### src/rtl/tt_spine_sel_pkg.sv
// Shared types and field helpers for the spine select controller.
package tt_spine_sel_pkg;

    localparam int BR_W  = 4;
    localparam int BLK_W = 5;
    localparam int SEL_W = BR_W + BLK_W;

    typedef enum logic [1:0] {
        ST_IDLE   = 2'd0,
        ST_DRAIN  = 2'd1,
        ST_SWITCH = 2'd2
    } state_e;

    function automatic logic [BR_W-1:0] sel_branch(input logic [SEL_W-1:0] sel);
        return sel[SEL_W-1:BLK_W];
    endfunction

    function automatic logic [BLK_W-1:0] sel_block(input logic [SEL_W-1:0] sel);
        return sel[BLK_W-1:0];
    endfunction

endpackage

### src/rtl/tt_spine_sel_timer.sv
// Loadable 4-bit down-counter that times the settle phases; holds at zero.
module tt_spine_sel_timer (
    input  logic       clk,
    input  logic       rst_n,
    input  logic       clr_i,
    input  logic       load_i,
    input  logic [3:0] load_val_i,
    input  logic       dec_i,
    output logic       zero_o
);

    logic [3:0] cnt_q;

    always_ff @(posedge clk or negedge rst_n) begin
        if (!rst_n) begin
            cnt_q <= 4'd0;
        end else if (clr_i) begin
            cnt_q <= 4'd0;
        end else if (load_i) begin
            cnt_q <= load_val_i;
        end else if (dec_i && (cnt_q != 4'd0)) begin
            cnt_q <= cnt_q - 4'd1;
        end
    end

    assign zero_o = (cnt_q == 4'd0);

endmodule

### src/rtl/tt_spine_sel_ctrl.sv
// Break-before-make select/enable driver for the vertical spine row muxes.
// Optional TT_SPINE_SEL_CTRL_INC_EN adds an 'inc' pulse that steps to the next address.
module tt_spine_sel_ctrl
    import tt_spine_sel_pkg::*;
#(
    parameter int N_BRANCH   = 16,
    parameter int N_UM       = 16,
    parameter int SETTLE_CYC = 4
) (
    input  logic       clk,
    input  logic       rst_n,
    input  logic       req_valid,
    output logic       req_ready,
    input  logic [8:0] req_addr,
    input  logic       req_ena,
    input  logic       kill,
`ifdef TT_SPINE_SEL_CTRL_INC_EN
    input  logic       inc,
`endif
    output logic [8:0] spine_sel,
    output logic       spine_ena,
    output logic       busy,
    output logic       err
);

    localparam logic [3:0] SETTLE_LD = 4'(SETTLE_CYC - 1);

    state_e           state_q;
    logic [SEL_W-1:0] sel_q;
    logic             ena_q;
    logic             err_q;
    logic [SEL_W-1:0] pend_addr_q;
    logic             pend_ena_q;

    logic             accept;
    logic             req_ok;
    logic             req_same;
    logic             start_d;
    logic [SEL_W-1:0] start_addr_d;
    logic             start_ena_d;
    logic             tmr_load;
    logic             tmr_dec;
    logic             tmr_zero;

    assign req_ready = (state_q == ST_IDLE) && !kill;
    assign accept    = req_valid && req_ready;
    assign req_ok    = ({1'b0, sel_branch(req_addr)} < 5'(N_BRANCH)) &&
                       ({1'b0, sel_block(req_addr)}  < 6'(N_UM));
    assign req_same  = (req_addr == sel_q);

`ifdef TT_SPINE_SEL_CTRL_INC_EN
    logic [SEL_W-1:0] next_addr;
    logic [BLK_W:0]   blk_inc;
    logic [BR_W:0]    br_inc;

    // Row-major walk: block wraps into the next branch, branch wraps to 0.
    always_comb begin
        blk_inc   = {1'b0, sel_block(sel_q)} + 6'd1;
        br_inc    = {1'b0, sel_branch(sel_q)} + 5'd1;
        next_addr = {sel_branch(sel_q), blk_inc[BLK_W-1:0]};
        if (blk_inc == 6'(N_UM)) begin
            next_addr = {(br_inc == 5'(N_BRANCH)) ? {BR_W{1'b0}} : br_inc[BR_W-1:0],
                         {BLK_W{1'b0}}};
        end
    end
`endif

    // A real switch starts from IDLE either on a valid new address or on inc.
    always_comb begin
        start_d      = 1'b0;
        start_addr_d = req_addr;
        start_ena_d  = req_ena;
        if (accept) begin
            start_d = req_ok && !req_same;
        end
`ifdef TT_SPINE_SEL_CTRL_INC_EN
        else if (inc && req_ready) begin
            start_d      = 1'b1;
            start_addr_d = next_addr;
            start_ena_d  = ena_q;
        end
`endif
    end

    always_comb begin
        tmr_load = 1'b0;
        tmr_dec  = 1'b0;
        if (!kill) begin
            tmr_load = start_d || ((state_q == ST_DRAIN) && tmr_zero);
            tmr_dec  = (state_q != ST_IDLE) && !tmr_zero;
        end
    end

    tt_spine_sel_timer u_timer (
        .clk        (clk),
        .rst_n      (rst_n),
        .clr_i      (kill),
        .load_i     (tmr_load),
        .load_val_i (SETTLE_LD),
        .dec_i      (tmr_dec),
        .zero_o     (tmr_zero)
    );

    always_ff @(posedge clk or negedge rst_n) begin
        if (!rst_n) begin
            state_q     <= ST_IDLE;
            sel_q       <= '0;
            ena_q       <= 1'b0;
            err_q       <= 1'b0;
            pend_addr_q <= '0;
            pend_ena_q  <= 1'b0;
        end else begin
            err_q <= 1'b0;
            if (kill) begin
                state_q     <= ST_IDLE;
                ena_q       <= 1'b0;
                pend_addr_q <= '0;
                pend_ena_q  <= 1'b0;
            end else begin
                case (state_q)
                    ST_IDLE: begin
                        if (accept && !req_ok) begin
                            err_q <= 1'b1;
                        end else if (accept && req_same) begin
                            ena_q <= req_ena;
                        end else if (start_d) begin
                            ena_q       <= 1'b0;
                            pend_addr_q <= start_addr_d;
                            pend_ena_q  <= start_ena_d;
                            state_q     <= ST_DRAIN;
                        end
                    end
                    ST_DRAIN: begin
                        if (tmr_zero) begin
                            sel_q   <= pend_addr_q;
                            state_q <= ST_SWITCH;
                        end
                    end
                    ST_SWITCH: begin
                        if (tmr_zero) begin
                            ena_q   <= pend_ena_q;
                            state_q <= ST_IDLE;
                        end
                    end
                    default: state_q <= ST_IDLE;
                endcase
            end
        end
    end

    assign spine_sel = sel_q;
    assign spine_ena = ena_q;
    assign busy      = (state_q != ST_IDLE);
    assign err       = err_q;

endmodule

### config.mk
export PLATFORM = sky130hd
export DESIGN_NAME = tt_spine_sel_ctrl
export DESIGN_NICKNAME = d
export VERILOG_FILES = /design/src/rtl/tt_spine_sel_pkg.sv /design/src/rtl/tt_spine_sel_timer.sv /design/src/rtl/tt_spine_sel_ctrl.sv
export SDC_FILE = /design/constraint.sdc
export NUM_CORES = 1
export LEC_CHECK = 0
export BUFFER_PORTS_ARGS = -buffer_cell sky130_fd_sc_hd__buf_4
export CAP_MARGIN = 0
export CORE_MARGIN = 1.5
export CORE_UTILIZATION = 58
export CTS_BUF_LIST = sky130_fd_sc_hd__clkbuf_16
export DETAILED_ROUTE_END_ITERATION = 8
export PLACE_DENSITY = 0.83
export SYNTH_ARGS = -nofsm -noshare
export SYNTH_HDL_FRONTEND = slang
export SYNTH_HIERARCHICAL = 1
export SYNTH_SLANG_ARGS = --single-unit
### constraint.sdc
create_clock -name clk -period 6.8 [get_ports clk]
set_input_delay 1.36 -clock clk [delete_from_list [all_inputs] [get_ports clk]]
set_output_delay 1.36 -clock clk [all_outputs]
set_load 0.05 [all_outputs]
==> flow_metrics.py <==
metrics = {
    "global_routing": {
        "grt_usage": 0.241,
        "grt_antenna_before_repair": 0,
        "grt-ovfl-total": 0,
        "grt_pass1_wl_um": 4550,
        "first_global_vias": 952,
        "grt_max_degree": 28,
    },
    "hold_path": {
        "hold_class": "reg2reg",
        "hold_depth": 1,
    },
    "clocking": {
        "clockBufferDepth": 2,
        "cts_buffers": 3,
        "post-cts-setup-buffer-count": 0,
        "clk_latency_ns": 0.26,
        "htreeDepth": 1,
        "cts_resized": 0,
        "cts_tree": "done",
        "root_buffer": "clkbuf_16",
        "cts.sinks": 27,
        "cts.clk_slew.worst_paths_ns": 0.07,
        "cts-hold-fix-buffers": 0,
    },
    "cells_and_area": {
        "multi_input_area_sq_um": 641,
        "n_fill_cell": 158,
        "nets": 163,
        "fin_area_sq_um": 1660,
        "drive_above_1_share": 0.329,
        "areaGrowthSynthToFinish_pct": 21.4,
        "fin_util": 0.751,
        "n_antenna_cell": 0,
        "regArea_sq_um": 676,
    },
    "placement": {
        "placed_area_sq_um": 1580,
        "port_buffers": 26,
        "post-dp-hpwl_um": 1820,
        "place.gp.congestion": 0.892,
    },
    "timing": {
        "fmax_ghz": 0.300,
        "skew_ns": 0.00265,
        "worst_pin_slew_ns": 1.02,
        "fin_crit_sh": 0.491,
        "setup_viol": 0,
        "period_minus_slack_ns": 3.34,
        "rsz0062_at_grt": "no",
        "hold_ws_ns": 0.502,
        "fin_setup_tns_ns": 0,
        "hold_viol": 0,
        "slew_violations": 0,
        "slew_headroom": 0.317,
    },
    "floorplanning": {
        "start_util": 0.618,
        "die_w_um": 51.6,
        "coreArea_sq_um": 2210,
        "die-height_um": 51.6,
        "rows": 17,
        "pin_count": 27,
        "die-area_sq_um": 2660,
    },
    "power_and_ir_drop": {
        "p_per_area_nw_per_um2": 266,
        "p_leak_nw": 0.822,
        "vdd_drop_max_mv": 0.247,
    },
    "drt": {
        "met1_length_um": 1220,
        "routedWlPerCell_um": 15.7,
        "ant_nets": 0,
        "highest_layer": "met4",
        "route.met3.wl_um": 100,
        "drc": 0,
        "avgViaCountPerCell": 5.77,
        "via_count": 1004,
        "detail_route.iter0.violations": 16,
        "routed_wl_um": 2730,
        "drtPass1Iterations": 4,
        "wl_met2_um": 1390,
    },
    "flow_run": {
        "max_cap_violations": 0,
    },
    "worst_setup_path": {
        "cp-start-kind": "primary input",
        "path_class": "in2reg",
        "cp_max_fo": 12,
        "worst_setup_path_end_kind": "flop",
        "arrival_ns": 3.48,
        "crit_required_ns": 6.94,
        "worst-r2r-cell-count": 8,
        "r2r_slack_ns": 3.98,
    },
    "status": {
        "status": "complete, no violations",
    },
    "logic_synthesis": {
        "synth_cells": 118,
        "synth_area_per_cell_sq_um": 11.6,
        "synth.ff_latch_count": 27,
        "netlist_area_sq_um": 1370,
        "ys.warnings.count": 6,
        "seq_area_frac_synth": 0.494,
        "synth_cell_types": 36,
    },
}
-- sequential cells by signal, indices dropped and copies added, names as in the netlist --
signal,cells
spine_ena,1
u_timer/cnt_q,4
pend_addr_q,9
err,1
pend_ena_q,1
state_q,2
spine_sel,9
-- power breakdown --
part	leakage, nW	switching (mW)	total (mW)	internal [mW]
clock network	0.0415	0.0556	0.137	0.0813
logic	0.411	0.0759	0.117	0.0415
registers	0.369	0.0125	0.187	0.175
-- layout make-up --
class / instances / share of cell area
Clock buffer: 3 / 0.0452
Sequential cell: 27 / 0.407
Tap cell: 28 / 0.0211
Multi-Input combinational cell: 81 / 0.386
Timing Repair Buffer: 26 / 0.118
Inverter: 8 / 0.0181
Clock inverter: 1 / 0.00528
-- worst max-delay path: stages --
cell	delay [ns]
buf_4	0.12
xor2_1	0.16
nor4_4	0.34
a31oi_1	0.40
or2_2	0.48
inv_1	0.17
nor3b_1	0.08
a311o_2	0.36
-- per-stage QoR --
stage / worst slack (ns) / power, mW / cells
finish: 3.46 / 0.441 / 174
CTS: 3.46 / 0.445 / 174
detailed placement: 3.22 / 0.307 / 170
global route: 3.31 / 0.460 / 174
floorplan: 3.60 / 0.270 / 120
global placement: 3.29 / 0.303 / 170
-- path summary, 6_finish.rpt --
path / endpoint / start
worst max-delay path: u_timer/cnt_q[1]$_DFFE_PN0P_ / req_addr[8]
min in group asynchronous: pend_addr_q[4]$_DFFE_PN0P_ / rst_n
max in group asynchronous: pend_addr_q[5]$_DFFE_PN0P_ / rst_n
worst min register to register: pend_addr_q[0]$_DFFE_PN0P_ / pend_addr_q[0]$_DFFE_PN0P_
worst max register to register: u_timer/cnt_q[3]$_DFFE_PN0P_ / u_timer/cnt_q[1]$_DFFE_PN0P_
worst min-delay path: pend_addr_q[0]$_DFFE_PN0P_ / pend_addr_q[0]$_DFFE_PN0P_
-- per-layer routing --
metal,global-route usage,vias up
li1,-,479
met1,0.314,501
met2,0.408,22
met3,0.0603,2
met4,0.0526,0
met5,0,-
-- kinds of logic (layout without fill, tap and decap cells) --
family                     count (synthesis)  after routing  synth area share
and+or+nand+nor                           32             32             0.149
DFF                                       27             27             0.494
AOI/OAI and AO/OA                         24             24             0.151
buffers and inverters                     12             38            0.0430
muxes                                     10             10            0.0814
xor gates and xnor gates                   9              9            0.0576
adders and majority gates                  2              2            0.0183
other                                      2              4           0.00549
-- synthesized netlist by cell type (all sizes together) --
cell type / count / area [sq um]
or2: 1 / 6.26
or3b: 3 / 26.3
a2111oi: 1 / 27.5
xor2: 9 / 78.8
nand3: 3 / 15.0
nor4b: 1 / 8.76
nand4: 2 / 12.5
nor3b: 2 / 15.0
dfrtp: 27 / 676
inv: 8 / 30.0
ha: 2 / 25.0
o21bai: 1 / 7.51
a311o: 1 / 11.3
a21o: 1 / 7.51
nand2: 4 / 15.0
a41o: 1 / 11.3
and3: 3 / 18.8
a21oi: 2 / 10.0
nor3: 4 / 31.3
o21ai: 2 / 10.0
a31oi: 4 / 25.0
conb: 2 / 7.51
a211oi: 1 / 7.51
nor2: 7 / 26.3
a22o: 9 / 80.1
nor4: 1 / 21.3
mux2i: 1 / 10.0
nand3b: 1 / 7.51
a311oi: 1 / 8.76
mux2: 9 / 101
buf: 4 / 28.8
-- layout by cell type, fill, tap and decap left out, types with 2 or more instances in the layout --
cell       count
xor2_1         9
mux2_2         9
nor3_1         3
a31oi_1        4
a22o_1         8
dfrtp_1       27
nor3b_1        2
nand2_1        4
clkbuf_16      3
a21oi_1        2
conb_1         4
inv_1          8
nor2_1         7
nand4_1        2
nand3_1        3
or3b_2         2
o21ai_0        2
buf_4         26
ha_1           2
and3_1         3
No activity file was read; power rests on OpenSTA's default activity.
